[src/rtl/uart_rx_port.sv]
// 8N1 UART receiver: oversamples rx, assembles a byte into a holding register,
// and hands it to the CPU with ready/error flags cleared on a rising ack edge.
module uart_rx_port #(
    parameter int CLKS_PER_BIT = 434
) (
    input  logic       clk,
    input  logic       reset_n,
    input  logic       rx,
    input  logic       arx_ack,
    output logic [7:0] arx_data,
    output logic       arx_ready,
    output logic       arx_busy,
    output logic [1:0] arx_err
);

    localparam int CW = $clog2(CLKS_PER_BIT);
    localparam logic [CW-1:0] HALF_C = CW'(CLKS_PER_BIT / 2 - 1);
    localparam logic [CW-1:0] LAST_C = CW'(CLKS_PER_BIT - 1);

    typedef enum logic [2:0] {
        S_IDLE,
        S_START,
        S_DATA,
        S_STOP,
        S_BREAK
    } state_t;

    state_t        state_q, state_d;
    logic [CW-1:0] cnt_q, cnt_d;
    logic [2:0]    bit_q, bit_d;
    logic [7:0]    shreg_q, shreg_d;
    logic [7:0]    data_q, data_d;
    logic          ready_q, ready_d;
    logic [1:0]    err_q, err_d;
    logic          busy_q;
    logic          rx_meta_q, rx_s_q;
    logic          ack_q;

    logic ack_rise;
    logic deliver;
    logic frame_err;

    assign ack_rise = arx_ack & ~ack_q;

    // Frame sequencing: all line decisions use the synchronized rx_s_q.
    always_comb begin
        state_d   = state_q;
        cnt_d     = cnt_q;
        bit_d     = bit_q;
        shreg_d   = shreg_q;
        deliver   = 1'b0;
        frame_err = 1'b0;
        case (state_q)
            S_IDLE: begin
                if (!rx_s_q) begin
                    state_d = S_START;
                    cnt_d   = '0;
                end
            end
            S_START: begin
                if (cnt_q == HALF_C) begin
                    cnt_d = '0;
                    bit_d = '0;
                    state_d = rx_s_q ? S_IDLE : S_DATA;
                end else begin
                    cnt_d = cnt_q + CW'(1);
                end
            end
            S_DATA: begin
                if (cnt_q == LAST_C) begin
                    cnt_d   = '0;
                    shreg_d = {rx_s_q, shreg_q[7:1]};
                    if (bit_q == 3'd7) begin
                        state_d = S_STOP;
                    end else begin
                        bit_d = bit_q + 3'd1;
                    end
                end else begin
                    cnt_d = cnt_q + CW'(1);
                end
            end
            S_STOP: begin
                if (cnt_q == LAST_C) begin
                    cnt_d = '0;
                    if (rx_s_q) begin
                        deliver = 1'b1;
                        state_d = S_IDLE;
                    end else begin
                        frame_err = 1'b1;
                        state_d   = S_BREAK;
                    end
                end else begin
                    cnt_d = cnt_q + CW'(1);
                end
            end
            S_BREAK: begin
                if (rx_s_q) begin
                    state_d = S_IDLE;
                end
            end
            default: state_d = S_IDLE;
        endcase
    end

    // Holding register: an ack on the delivery cycle frees the slot in time.
    always_comb begin
        data_d  = data_q;
        ready_d = ready_q;
        err_d   = err_q;
        if (ack_rise) begin
            ready_d = 1'b0;
            err_d   = 2'b00;
        end
        if (deliver) begin
            if (!ready_q || ack_rise) begin
                data_d  = shreg_q;
                ready_d = 1'b1;
            end else begin
                err_d[1] = 1'b1;
            end
        end
        if (frame_err) begin
            err_d[0] = 1'b1;
        end
    end

    always_ff @(posedge clk) begin
        if (!reset_n) begin
            state_q   <= S_IDLE;
            cnt_q     <= '0;
            bit_q     <= '0;
            shreg_q   <= '0;
            data_q    <= '0;
            ready_q   <= 1'b0;
            err_q     <= 2'b00;
            busy_q    <= 1'b0;
            rx_meta_q <= 1'b1;
            rx_s_q    <= 1'b1;
            ack_q     <= 1'b0;
        end else begin
            state_q   <= state_d;
            cnt_q     <= cnt_d;
            bit_q     <= bit_d;
            shreg_q   <= shreg_d;
            data_q    <= data_d;
            ready_q   <= ready_d;
            err_q     <= err_d;
            busy_q    <= (state_d != S_IDLE);
            rx_meta_q <= rx;
            rx_s_q    <= rx_meta_q;
            ack_q     <= arx_ack;
        end
    end

    assign arx_data  = data_q;
    assign arx_ready = ready_q;
    assign arx_busy  = busy_q;
    assign arx_err   = err_q;

endmodule
[config.mk]
export PLATFORM = sky130hd
export DESIGN_NAME = uart_rx_port
export DESIGN_NICKNAME = d
export VERILOG_FILES = /design/src/rtl/uart_rx_port.sv
export SDC_FILE = /design/constraint.sdc
export NUM_CORES = 1
export LEC_CHECK = 0
export ABC_AREA = 1
export CAP_MARGIN = 20
export CORE_MARGIN = 3
export CORE_UTILIZATION = 40
export DETAILED_ROUTE_END_ITERATION = 12
export GPL_ROUTABILITY_DRIVEN = 1
export GPL_TIMING_DRIVEN = 0
export PLACE_DENSITY_LB_ADDON = 0.1
export SYNTH_ARGS = -nofsm -noshare
export SYNTH_HDL_FRONTEND = slang
export SYNTH_SLANG_ARGS = --single-unit
[constraint.sdc]
create_clock -name clk -period 3.25 [get_ports clk]
set_input_delay 0.65 -clock clk [delete_from_list [all_inputs] [get_ports clk]]
set_output_delay 0.65 -clock clk [all_outputs]
set_load 0.01 [all_outputs]
# After elaboration in Yosys (flattened, before gate mapping)
# Index checks and enable logic that the tools add are counted.
[totals]
regBits = 38
in_bits = 4
output_inout_bits = 12
elab_cells = 69
[classes]
add_sub_neg = 2
n_eq_ne = 11
mux = 30
n_bitwise = 2
reduce_logical = 12
[ops]
columns = ["operator", "n"]
rows = [
  ["$mux W3", 10],
  ["$mux W9", 3],
  ["$pmux W9 S3", 1],
  ["$pmux W3 S5", 1],
  ["$mux W1", 12],
  ["$add A9 B1 Y9 const B", 1],
  ["$eq A9 B8 Y1 const B", 1],
  ["$eq A9 B9 Y1 const B", 1],
  ["$ne A2 B2 Y1 const B", 4],
  ["$eq A3 B2 Y1 const B", 2],
  ["$eq A3 B3 Y1 const B", 2],
  ["$pmux W3 S2", 1],
  ["$reduce_and A2 Y1", 3],
  ["$reduce_bool A3 Y1", 2],
  ["$mux W2", 2],
  ["$reduce_and A4 Y1", 1],
  ["$reduce_bool A2 Y1", 2],
  ["$add A3 B1 Y3 const B", 1],
  ["$eq A3 B1 Y1 const B", 1],
  ["$logic_not A3 Y1", 1],
  ["$reduce_or A2 Y1", 1],
  ["$and A1 B1 Y1", 1],
  ["$logic_not A1 Y1", 1],
  ["$logic_or A1 B1 Y1", 1],
  ["$not A1 Y1", 1],
]

# Longest topological paths before layout
# Gate-level depths: netlist of run 1.
[logic_depth]
depth_word = 5
mapped_depth = 11
ltp_nobuf = 11

# Worst setup path before layout of run 1
# Ideal clock, no wire load.
[synth_path]
path_kind = "input to register"
from = "in reset_n"
to = "reg err_q[0], in the netlist arx_err[0]"
setup_time_ns = 0.128
arrival_time_ns = 1.274
required_time_ns = 3.122
slack_ns = 1.848
stages = 4
cell_sequence = "buf_2 -> inv_1 -> clkbuf_1 -> nor2_1"
[synth_rtl]
columns = ["element", "line", "rtl"]
rows = [
  ["from (decl)", "7", "input logic reset_n,"],
  ["to (signal assigned)", "147", "err_q <= err_d;"],
  ["to (decl)", "34", "logic [1:0] err_q, err_d;"],
]
# No word-level cell between the ends.

# Worst setup path after layout of run 1
[layout_path]
from = "reg ready_q, in the netlist arx_ready"
to = "out arx_ready"
[layout_rtl]
columns = ["element", "line", "rtl"]
rows = [
  ["from (decl)", "33", "logic ready_q, ready_d;"],
  ["from (signal assigned)", "146", "ready_q <= ready_d;"],
  ["to (decl)", "11", "output logic arx_ready,"],
]
# No word-level cell between the ends.

==> metrics.json, run 1 <==
{
  "fraction_of_registers_with_async_set_or_reset_after_synthesis_pct": 0,
  "reg2reg_to": "cnt_q[6]",
  "post_route_cells_drive_above_1_share_pct": 10.6,
  "drc": 0,
  "power_per_cell_area_mw_per_mm2": 417,
  "die_x_um": 74.3,
  "hold_buffers": 0,
  "drtAntennaViolNets": 0,
  "row_count": 24,
  "grt_first_pass_wirelength_mm": 6.11,
  "syn-num-nets": 279,
  "clock_slew_seen_by_the_registers_of_the_worst_setup_and_hold_paths_ns": 0.08,
  "place.gp.congestion": 0.844,
  "total_leakage_power_nw": 0.952,
  "worst_skew_pair.late_latency_ns": 0.28,
  "period_minus_slack_ns": 1.82,
  "result_of_the_run": "completed",
  "first_global_vias": 1292,
  "fin_worst_skew_ns": 0.00801,
  "global_route.overflow_total": 0,
  "fp.dieArea_mm2": 0.00552,
  "tritoncts": "done",
  "final_min_period_over_clock_period_pct": 56.1,
  "crit_buf_inv": 1,
  "grt_util_all_layers_pct": 14.6,
  "post_drt_wl_per_cell_um": 10.8,
  "seq_area_frac_synth_pct": 40.8,
  "synth_edf_count": 0,
  "fmaxAchievable_mhz": 549,
  "timing.final.hold_violations": 0,
  "setup.worst_path.end_class": "primary output",
  "timing.final.setup_violations": 0,
  "floorplan.core_area_mm2": 0.00441,
  "synth-main-ff-cell": "sky130_fd_sc_hd__dfxtp_1",
  "die_h_um": 74.3,
  "fin_setup_tns_ns": 0,
  "initial_utilization_pct": 42.3,
  "slowest_library_cell_on_the_worst_path": "sky130_fd_sc_hd__clkdlybuf4s50_1",
  "mostFrequentLayoutCell": "sky130_fd_sc_hd__nand2_1",
  "antenna_violations_before_repair": 0,
  "detail_route.iter0.violations": 133,
  "clock_tree.root_cell": "sky130_fd_sc_hd__clkbuf_8",
  "syn_area_mm2": 0.00187,
  "first_pass_iters": 5,
  "syn_inst": 270,
  "fin_util_pct": 49.4,
  "ir_drop_uv": 160,
  "r2r_path_start": "cnt_q[1]",
  "ys_ff_latch": 38,
  "ff2ff_setup_slack_ns": 1.66,
  "hold_depth": 1,
  "critical_path_s_largest_stage_delay_ns": 0.54,
  "arrival_ns": 1.17,
  "rr_worst_depth": 9,
  "final_net_count": 300,
  "slew_violations": 0,
  "timing_worst_slew_pin_value_ns": 0.608,
  "synthesized_area_divided_by_synthesized_cell_count_um2": 6.91,
  "max_cap_viol_count": 0,
  "required_ns": 2.60,
  "max_h_tree_level": 2,
  "worstHoldPathType": "reg2reg",
  "areaGrowthSynthToFinish_pct": 16.8,
  "netlist-cell-type-count": 29,
  "via_count": 1636,
  "rsz0062_at_grt": "no",
  "critical_path_class": "reg2out",
  "n_antenna_cell": 0,
  "post_cts.resized_instances": 0,
  "clock_sink_count": 38,
  "holdPathEnd": "rx_s_q",
  "slew_headroom_pct": 59.5,
  "clock_tree.buffer_depth": 2,
  "vias_per_cell": 4.76,
  "synth-warning-count": 0,
  "wl_mm": 3.72,
  "ioPinCount": 16,
  "hold_path.startpoint": "rx_meta_q",
  "tritoncts.num_buffers": 5,
  "number_of_buffers_added_for_setup_after_cts": 0,
  "place.port_buffers": 14,
  "mostFrequentLayoutCells": "76 x sky130_fd_sc_hd__nand2_1, 42 x sky130_fd_sc_hd__nor2_1, 38 x sky130_fd_sc_hd__dfxtp_1, 34 x sky130_fd_sc_hd__inv_1, 21 x sky130_fd_sc_hd__nand3_1",
  "cp_cell_sequence": "clkdlybuf4s50_1",
  "crit_path_max_fo": 3,
  "grt_max_degree": 13,
  "critPathLaunchType": "register",
  "critical_path.top_delay_family": "buffers and inverters",
  "place_hpwl_mm": 2.75
}
per-stage QoR:
stage	hold slack (ns)	cells	total power, mW	cell area [µm²]	worst slack, ns
floorplan	0.393	270	0.517	1870	1.85
global placement	0.419	336	0.531	2070	1.22
detailed placement	0.405	336	0.531	2070	1.21
CTS	0.416	344	0.923	2180	1.41
global route	0.427	344	0.949	2180	1.38
finish	0.411	344	0.908	2180	1.43
worst max path at each step:
| stage | startpoint | endpoint | slack, ns | depth (start not counted) |
|---|---|---|---|---|
| 6_report | arx_ready | arx_ready | 1.43 | 1 |
| 5_1_grt | arx_ready | arx_ready | 1.38 | 1 |
| 4_1_cts | arx_ready | arx_ready | 1.41 | 1 |
| 3_5_place_dp | arx_ack | arx_data[4] | 1.21 | 7 |
| 3_3_place_gp | arx_ack | arx_data[5] | 1.22 | 7 |
| 2_1_floorplan | reset_n | arx_err[0] | 1.85 | 4 |
flip-flops by register name, summed over array words and instances, names as in the netlist:
| name | flops |
|---|---|
| bit_q | 3 |
| ack_q | 1 |
| arx_data | 8 |
| arx_err | 2 |
| state_q | 3 |
| cnt_q | 9 |
| rx_s_q | 1 |
| arx_busy | 1 |
| rx_meta_q | 1 |
| shreg_q | 8 |
| arx_ready | 1 |
area by class of cell:
class                      count  area, µm²
timing repair buffer          14        140
inverter                      37        139
clock inverter                 3       40.0
buffer                         6       36.3
fill                         457       2230
sequential                    38        761
tap                           52       65.1
clock buffer                   5       68.8
multi-input combinational    189        930
logic make-up after synthesis:
logic type      after synthesis  share of synthesized area [%]
buf+inv                      43                           9.39
xor+xnor                      2                          0.939
compound gates               24                           7.65
simple gates                158                           37.9
fa+ha+maj                     5                           3.35
flops                        38                           40.8
report_power, final:
part	internal [mW]	leakage, nW	switching (mW)
combinational	0.0152	0.587	0.0307
clock	0.226	0.0579	0.163
sequential	0.471	0.307	0.00301
worst reg2reg max path: stages (launching register included):
cell and delay, ns:
sky130_fd_sc_hd__dfxtp_1 0.33, sky130_fd_sc_hd__inv_1 0.09, sky130_fd_sc_hd__ha_1 0.16, sky130_fd_sc_hd__nand2_2 0.06, sky130_fd_sc_hd__nor2_1 0.15, sky130_fd_sc_hd__nand2_1 0.12, sky130_fd_sc_hd__nand2_1 0.11, sky130_fd_sc_hd__nand2_1 0.13
sky130_fd_sc_hd__o21ai_2 0.25, sky130_fd_sc_hd__nor2_1 0.08
synthesized netlist by cell type, types with 3 or more instances:
master | number | area share [%]
sky130_fd_sc_hd__a21oi_1 | 13 | 3.5
sky130_fd_sc_hd__nor2_1 | 42 | 8.5
sky130_fd_sc_hd__nand4_1 | 4 | 1.3
sky130_fd_sc_hd__nand2_2 | 3 | 1.0
sky130_fd_sc_hd__nand2_1 | 76 | 15
sky130_fd_sc_hd__inv_1 | 34 | 6.8
sky130_fd_sc_hd__o21ai_0 | 5 | 1.3
sky130_fd_sc_hd__nor2_2 | 4 | 1.3
sky130_fd_sc_hd__inv_2 | 3 | 0.60
sky130_fd_sc_hd__ha_1 | 5 | 3.4
sky130_fd_sc_hd__nand3_1 | 21 | 5.6
sky130_fd_sc_hd__dfxtp_1 | 38 | 41
routing by layer:
metal | up-vias | routed length (µm) | GRT usage [%]
met1 | 710 | 2010 | 22.6
met4 | 0 | 27 | 4.74
met2 | 43 | 1470 | 18.8
li1 | 881 | - | -
met5 | - | 0 | 0
met3 | 2 | 214 | 4.46
(Power assumes the default switching activity.)
==> run 2, diff against run 1 <==
==> constraint.sdc (replaced) <==
create_clock -name clk -period 1.7 [get_ports clk]
set_input_delay 0.34 -clock clk [delete_from_list [all_inputs] [get_ports clk]]
set_output_delay 0.34 -clock clk [all_outputs]
set_load 0.01 [all_outputs]
==> run 2 against run 1 <==
- global-route usage unchanged
- largest cell class unchanged
- final cell count unchanged
- critical endpoint is now bit_q[0]
- register-to-register slack lost 1.5 ns
- total power grew 92%
==> metrics.json, run 2 (synthesis gave the netlist of run 1 again) <==
{
  "place.port_buffers": {"value": 14, "change": "unchanged"},
  "worstHoldPathType": "in2reg",
  "rsz0062_at_grt": "no",
  "n_antenna_cell": {"value": 0, "change": "unchanged"},
  "max_h_tree_level": {"value": 2, "change": "unchanged"},
  "post_route_insts_no_fill": {"value": 344, "change": "unchanged"},
  "place.gp.congestion": {"value": 0.844, "change": "unchanged"},
  "clock_sink_count": {"value": 38, "change": "unchanged"},
  "final_min_period_over_clock_period_pct": 89.0,
  "slew_violations": {"value": 0, "change": "unchanged"},
  "drc": {"value": 0, "change": "unchanged"},
  "total_leakage_power": {"value": 0.953, "unit": "nW", "change": "+0.13%"},
  "row_count": {"value": 24, "change": "unchanged"},
  "ir_drop": {"value": 305, "unit": "µV", "change": "+91%"},
  "period_minus_slack_ns": 1.51,
  "floorplan.core_area": {"value": 0.00441, "unit": "mm²", "change": "unchanged"},
  "areaGrowthSynthToFinish_pct": 18.4,
  "grt_first_pass_wirelength": {"value": 6.11, "unit": "mm", "change": "unchanged"},
  "ioPinCount": {"value": 16, "change": "unchanged"},
  "power_per_cell_area": {"value": 789, "unit": "mW/mm²", "change": "+89%"},
  "grt_util_all_layers": {"value": 14.6, "unit": "%", "change": "unchanged"},
  "clock_tree.buffer_depth": {"value": 2, "change": "unchanged"},
  "biggest_register": "cnt_q",
  "timing_worst_slew_pin_value": {"value": 0.575, "unit": "ns", "change": "-0.0321 ns"},
  "detail_route.iter0.violations": {"value": 138, "change": "+3.8%"},
  "fillCellCount": {"value": 447, "change": "-2.2%"},
  "worst_skew_pair.late_latency": {"value": 0.29, "unit": "ns", "change": "about the same"},
  "mostFrequentLayoutCell": "sky130_fd_sc_hd__nand2_1",
  "die_h": {"value": 74.3, "unit": "µm", "change": "unchanged"},
  "placement.cell_area": {"value": 0.00207, "unit": "mm²", "change": "unchanged"},
  "fp.dieArea": {"value": 0.00552, "unit": "mm²", "change": "unchanged"},
  "max_cap_viol_count": {"value": 0, "change": "unchanged"},
  "timing.final.setup_violations": {"value": 0, "change": "unchanged"},
  "required": {"value": 1.93, "unit": "ns", "change": "-0.67 ns"},
  "global_route.overflow_total": {"value": 0, "change": "unchanged"},
  "slew_headroom": {"value": 61.6, "unit": "%", "change": "+2.1 points"},
  "wl": {"value": 3.72, "unit": "mm", "change": "-0.13%"},
  "die_x": {"value": 74.3, "unit": "µm", "change": "unchanged"},
  "final_net_count": {"value": 300, "change": "unchanged"},
  "post_drt_wl_per_cell": {"value": 10.8, "unit": "µm", "change": "-0.13%"},
  "place_hpwl": {"value": 2.75, "unit": "mm", "change": "unchanged"},
  "critPathLaunchType": "register",
  "initial_utilization": {"value": 42.3, "unit": "%", "change": "unchanged"},
  "timing.final.hold_violations": {"value": 0, "change": "unchanged"},
  "critical_path_class": "reg2reg",
  "first_global_vias": {"value": 1292, "change": "unchanged"},
  "drtAntennaViolNets": {"value": 0, "change": "unchanged"},
  "result_of_the_run": "completed",
  "number_of_buffers_added_for_setup_after_cts": {"value": 0, "change": "unchanged"},
  "clock_tree.root_cell": "sky130_fd_sc_hd__clkbuf_8",
  "tritoncts": "done",
  "hold_buffers": {"value": 0, "change": "unchanged"},
  "placed_instances": {"value": 336, "change": "unchanged"},
  "tritoncts.num_buffers": {"value": 5, "change": "unchanged"},
  "fmaxAchievable_mhz": 661,
  "grt_max_degree": {"value": 13, "change": "unchanged"},
  "first_pass_iters": {"value": 4, "change": "-1"},
  "antenna_violations_before_repair": {"value": 0, "change": "unchanged"},
  "fin_setup_tns": {"value": 0, "unit": "ns", "change": "unchanged"},
  "setup.worst_path.end_class": "register",
  "largest_register_ffs": {"value": 9, "change": "unchanged"},
  "vias_per_cell": {"value": 4.72, "change": "-0.79%"},
  "clock_slew_seen_by_the_registers_of_the_worst_setup_and_hold_paths": {"value": 0.08, "unit": "ns", "change": "about the same"},
  "post_route_cells_drive_above_1_share": {"value": 11.6, "unit": "%", "change": "+1.0 points"},
  "arrival": {"value": 1.74, "unit": "ns", "change": "+0.57 ns"},
  "postLayoutCellArea": {"value": 0.00221, "unit": "mm²", "change": "+1.3%"},
  "via_count": {"value": 1623, "change": "-0.79%"},
  "mostFrequentLayoutCells": "74 x sky130_fd_sc_hd__nand2_1, 41 x sky130_fd_sc_hd__nor2_1, 38 x sky130_fd_sc_hd__dfxtp_1, 34 x sky130_fd_sc_hd__inv_1, 21 x sky130_fd_sc_hd__nand3_1",
  "crit_path_max_fo": {"value": 10, "change": "+7"},
  "fin_worst_skew": {"value": 0.00834, "unit": "ns", "change": "+0.000330 ns"}
}
[run 2: worst paths after layout]
| path | slack (ns) | cells past startpoint | startpoint | endpoint |
|---|---|---|---|---|
| min reg2reg | 0.41 | 1 | rx_meta_q | rx_s_q |
| max reg2reg | 0.19 | 11 | cnt_q[1] | bit_q[0] |
| max | 0.19 | 11 | cnt_q[1] | bit_q[0] |
| min | 0.41 | 3 | reset_n | arx_data[2] |
[run 2: layer usage]
layer / wire length [µm] / GRT usage [%] / vias up
li1: - / - / 879
met1: 1990 / 22.6 / 702
met2: 1470 / 18.8 / 40
met3: 227 / 4.46 / 2
met4: 27 / 4.74 / 0
met5: 0 / 0 / -
[run 2: report_power, final]
part           total, mW  switching, mW  internal [mW]
Sequential         0.906        0.00578          0.900
Combinational     0.0916         0.0608         0.0307
Clock              0.745          0.313          0.432
Total               1.74          0.380           1.36
[run 2: per-stage QoR]
stage,utilization [%],setup slack (ns),power (mW),hold WS (ns)
after global routing,50.0,0.00602,1.82,0.414
final,50.0,0.187,1.74,0.406
after CTS,49.4,0.0892,1.77,0.393
after floorplan,-,0.356,0.988,0.393
after global placement,46.9,-0.0248,1.02,0.419
after detailed placement,46.9,-0.0337,1.02,0.405
[run 2: area by class of cell]
cell class                      instances  area, µm²  share of cell area, %
Multi-Input combinational cell        189        958                   43.4
Inverter                               37        139                   6.29
Sequential cell                        38        761                   34.4
Tap cell                               52       65.1                   2.95
Clock buffer                            5       68.8                   3.12
Buffer                                  6       36.3                   1.64
Clock inverter                          3       40.0                   1.81
Timing Repair Buffer                   14        140                   6.35
[run 2: what timing repair did]
action                                  in CTS  in global routing
endpoints found under the setup margin       0                  7
hold endpoints to repair                     0                  0
gates resized for setup                      0                  6
[run 2: critical path, cell delays in order (launching register included)]
cell                      delay (ns)
sky130_fd_sc_hd__dfxtp_1        0.33
sky130_fd_sc_hd__inv_1          0.09
sky130_fd_sc_hd__ha_1           0.16
sky130_fd_sc_hd__nand2_2        0.07
sky130_fd_sc_hd__inv_1          0.06
sky130_fd_sc_hd__nand2_1        0.05
sky130_fd_sc_hd__nor2_2         0.19
sky130_fd_sc_hd__buf_6          0.19
sky130_fd_sc_hd__nand2_8        0.08
sky130_fd_sc_hd__nor2_4         0.10
sky130_fd_sc_hd__nor2_1         0.05
sky130_fd_sc_hd__nor2_2         0.08
==> run 3, diff against run 2 <==
--- a/config.mk
+++ b/config.mk
@@ -8,7 +8,7 @@
 export ABC_AREA = 1
 export CAP_MARGIN = 20
 export CORE_MARGIN = 3
-export CORE_UTILIZATION = 40
+export CORE_UTILIZATION = 30
 export DETAILED_ROUTE_END_ITERATION = 12
 export GPL_ROUTABILITY_DRIVEN = 1
 export GPL_TIMING_DRIVEN = 0
==> run 3 against run 2 <==
- cell area up 0.57%
- clock skew down 0.0025 ns
- global-route usage down 2.0 points
- clock-buffer cell count up 1
- combinational power up 0.8%
- non-clock buffer count unchanged
- utilization down 13 points
- sequential share of layout area down 0.19 points
- final cell count up 6.7%
- total power down 4.4%
- maximum frequency down 2.1%
- sequential power about the same
- critical endpoint is now cnt_q[8]
- largest power group unchanged
- highest routed layer unchanged
==> metrics.json, run 3 (synthesis gave the netlist of run 1 again) <==
{
  "result_of_the_run": "completed",
  "largest_register_ffs": {"value": 9, "change": "unchanged"},
  "fin_worst_skew": {"value": 0.00579, "unit": "ns", "change": "-0.00255 ns"},
  "fin_setup_tns": {"value": 0, "unit": "ns", "change": "unchanged"},
  "fillCellCount": {"value": 646, "change": "+45%"},
  "final_net_count": {"value": 300, "change": "unchanged"},
  "clock_tree.buffer_depth": {"value": 2, "change": "unchanged"},
  "timing.final.setup_violations": {"value": 0, "change": "unchanged"},
  "postLayoutCellArea": {"value": 0.00222, "unit": "mm²", "change": "+0.57%"},
  "die_x": {"value": 84.9, "unit": "µm", "change": "+14%"},
  "n_antenna_cell": {"value": 0, "change": "unchanged"},
  "multi_input_area": {"value": 956, "unit": "µm²", "change": "-0.26%"},
  "post_route_insts_no_fill": {"value": 367, "change": "+6.7%"},
  "fin_util": {"value": 37.3, "unit": "%", "change": "-13 points"},
  "timing_worst_slew_pin_value": {"value": 0.599, "unit": "ns", "change": "+0.0231 ns"},
  "slew_headroom": {"value": 60.1, "unit": "%", "change": "-1.5 points"},
  "sequential_area": {"value": 761, "unit": "µm²", "change": "unchanged"},
  "place.gp.congestion": {"value": 0.838, "change": "-0.82%"},
  "max_h_tree_level": {"value": 2, "change": "unchanged"},
  "ff2ff_setup_slack": {"value": 0.15, "unit": "ns", "change": "-0.03 ns"},
  "mostFrequentLayoutCell": "sky130_fd_sc_hd__nand2_1",
  "drtAntennaViolNets": {"value": 0, "change": "unchanged"},
  "areaGrowthSynthToFinish_pct": 19.0,
  "floorplan.core_area": {"value": 0.00596, "unit": "mm²", "change": "+35%"},
  "power_per_cell_area": {"value": 750, "unit": "mW/mm²", "change": "-5.0%"},
  "first_global_vias": {"value": 1560, "change": "+21%"},
  "pre_cts_ws": {"value": -0.0289, "unit": "ns", "change": "+0.00481 ns"},
  "antenna_violations_before_repair": {"value": 0, "change": "unchanged"},
  "row_count": {"value": 28, "change": "+17%"},
  "post_route_cells_drive_above_1_share": {"value": 11.3, "unit": "%", "change": "-0.34 points"},
  "number_of_buffers_added_for_setup_after_cts": {"value": 0, "change": "unchanged"},
  "tritoncts.num_buffers": {"value": 5, "change": "unchanged"},
  "final_min_period_over_clock_period": {"value": 90.9, "unit": "%", "change": "+1.9 points"},
  "critical_path_s_largest_stage_delay": {"value": 0.33, "unit": "ns", "change": "about the same"},
  "ir_drop": {"value": 332, "unit": "µV", "change": "+8.7%"},
  "crit_buf_inv": {"value": 1, "change": "-2"},
  "sum_of_internal_switching_and_leakage_power": {"value": 1.66, "unit": "mW", "change": "-4.4%"},
  "arrival": {"value": 1.74, "unit": "ns", "change": "about the same"},
  "hold-worst-slack": {"value": 0.403, "unit": "ns", "change": "-0.00349 ns"},
  "mostFrequentLayoutCells": "74 x sky130_fd_sc_hd__nand2_1, 42 x sky130_fd_sc_hd__nor2_1, 38 x sky130_fd_sc_hd__dfxtp_1, 34 x sky130_fd_sc_hd__inv_1, 21 x sky130_fd_sc_hd__nand3_1",
  "grt_util_all_layers": {"value": 12.6, "unit": "%", "change": "-2.0 points"},
  "post_drt_wl_per_cell": {"value": 11.4, "unit": "µm", "change": "+5.1%"},
  "slew_violations": {"value": 0, "change": "unchanged"},
  "biggest_register": "cnt_q",
  "detail_route.iter0.violations": {"value": 59, "change": "-57%"},
  "first_pass_iters": {"value": 4, "change": "unchanged"},
  "place_hpwl": {"value": 3.00, "unit": "mm", "change": "+9.0%"},
  "grt_first_pass_wirelength": {"value": 7.31, "unit": "mm", "change": "+20%"},
  "cp_cell_sequence": "inv_1 > ha_1 > nand2_1 > nor2_1 > nand2_1 > nand2_2 > nand2_2 > o21ai_4 > nor2_1",
  "rsz0062_at_grt": "no",
  "via_count": {"value": 1586, "change": "-2.3%"},
  "grt_max_degree": {"value": 13, "change": "unchanged"},
  "global_route.overflow_total": {"value": 0, "change": "unchanged"},
  "required": {"value": 1.89, "unit": "ns", "change": "-0.04 ns"},
  "die_h": {"value": 84.9, "unit": "µm", "change": "+14%"},
  "slowest_library_cell_on_the_worst_path": "sky130_fd_sc_hd__dfxtp_1",
  "final_critical_path_setup_slack": {"value": 0.155, "unit": "ns", "change": "-0.0324 ns"},
  "timing.final.hold_violations": {"value": 0, "change": "unchanged"},
  "initial_utilization": {"value": 31.3, "unit": "%", "change": "-11 points"},
  "fp.dieArea": {"value": 0.00720, "unit": "mm²", "change": "+30%"},
  "critical_path_class": "reg2reg",
  "total_leakage_power": {"value": 0.942, "unit": "nW", "change": "-1.1%"},
  "wl": {"value": 4.17, "unit": "mm", "change": "+12%"},
  "critical_path.top_delay_family": "simple AND/OR/NAND/NOR gates",
  "drc": {"value": 0, "change": "unchanged"},
  "worst_skew_pair.late_latency": {"value": 0.29, "unit": "ns", "change": "about the same"},
  "max_cap_viol_count": {"value": 0, "change": "unchanged"},
  "placement.cell_area": {"value": 0.00210, "unit": "mm²", "change": "+1.4%"},
  "crit_path_max_fo": {"value": 8, "change": "-2"},
  "fmaxAchievable": {"value": 647, "unit": "MHz", "change": "-2.1%"},
  "placed_instances": {"value": 359, "change": "+6.8%"},
  "critPathLaunchType": "register",
  "worstHoldPathType": "in2reg",
  "ioPinCount": {"value": 16, "change": "unchanged"},
  "place.port_buffers": {"value": 14, "change": "unchanged"},
  "period_minus_slack": {"value": 1.55, "unit": "ns", "change": "+0.0324 ns"},
  "clock_sink_count": {"value": 38, "change": "unchanged"},
  "clock_slew_seen_by_the_registers_of_the_worst_setup_and_hold_paths": {"value": 0.08, "unit": "ns", "change": "about the same"},
  "setup.worst_path.end_class": "register",
  "clock_tree.root_cell": "sky130_fd_sc_hd__clkbuf_8",
  "tritoncts": "done",
  "vias_per_cell": {"value": 4.32, "change": "-8.4%"}
}
## run 3: what timing repair did
action                                 4_1_cts  5_1_grt
resized for setup                            0        5
setup endpoints to repair                    0       14
endpoints found under the hold margin        0        0
hold buffers                                 0        0
## run 3: path summary, 6_finish.rpt
check,start,to,depth (start not counted)
worst max-delay path,cnt_q[0],cnt_q[8],9
worst min-delay path,reset_n,arx_data[3],3
worst max register to register,cnt_q[0],cnt_q[8],9
worst min register to register,rx_meta_q,rx_s_q,1
## run 3: worst min-delay path: stages
cell                      delay (ns)
sky130_fd_sc_hd__buf_2          0.19
sky130_fd_sc_hd__nand2_1        0.10
sky130_fd_sc_hd__nor2_1         0.03
## run 3: power by group
group | total [mW] | internal (mW) | leakage, nW | switching (mW)
Sequential | 0.906 | 0.900 | 0.307 | 0.00630
Combinational | 0.0923 | 0.0303 | 0.588 | 0.0620
Clock | 0.666 | 0.326 | 0.0472 | 0.340
## run 3: final cells by class
class / instances / area share (%)
repair buffers: 14 / 6.31
inverters: 37 / 6.25
plain buffers: 6 / 1.63
flip-flops and latches: 38 / 34.3
clock inverters: 2 / 0.563
multi-input cells: 189 / 43.0
clock buffers: 6 / 3.72
well taps: 75 / 4.23
## run 3: metal layers
metal	up-vias	GRT usage, %	wire [µm]
li1	876	-	-
met1	686	17.9	2300
met2	20	18.4	1680
met3	4	3.30	130
met4	0	4.32	55
met5	-	0	0
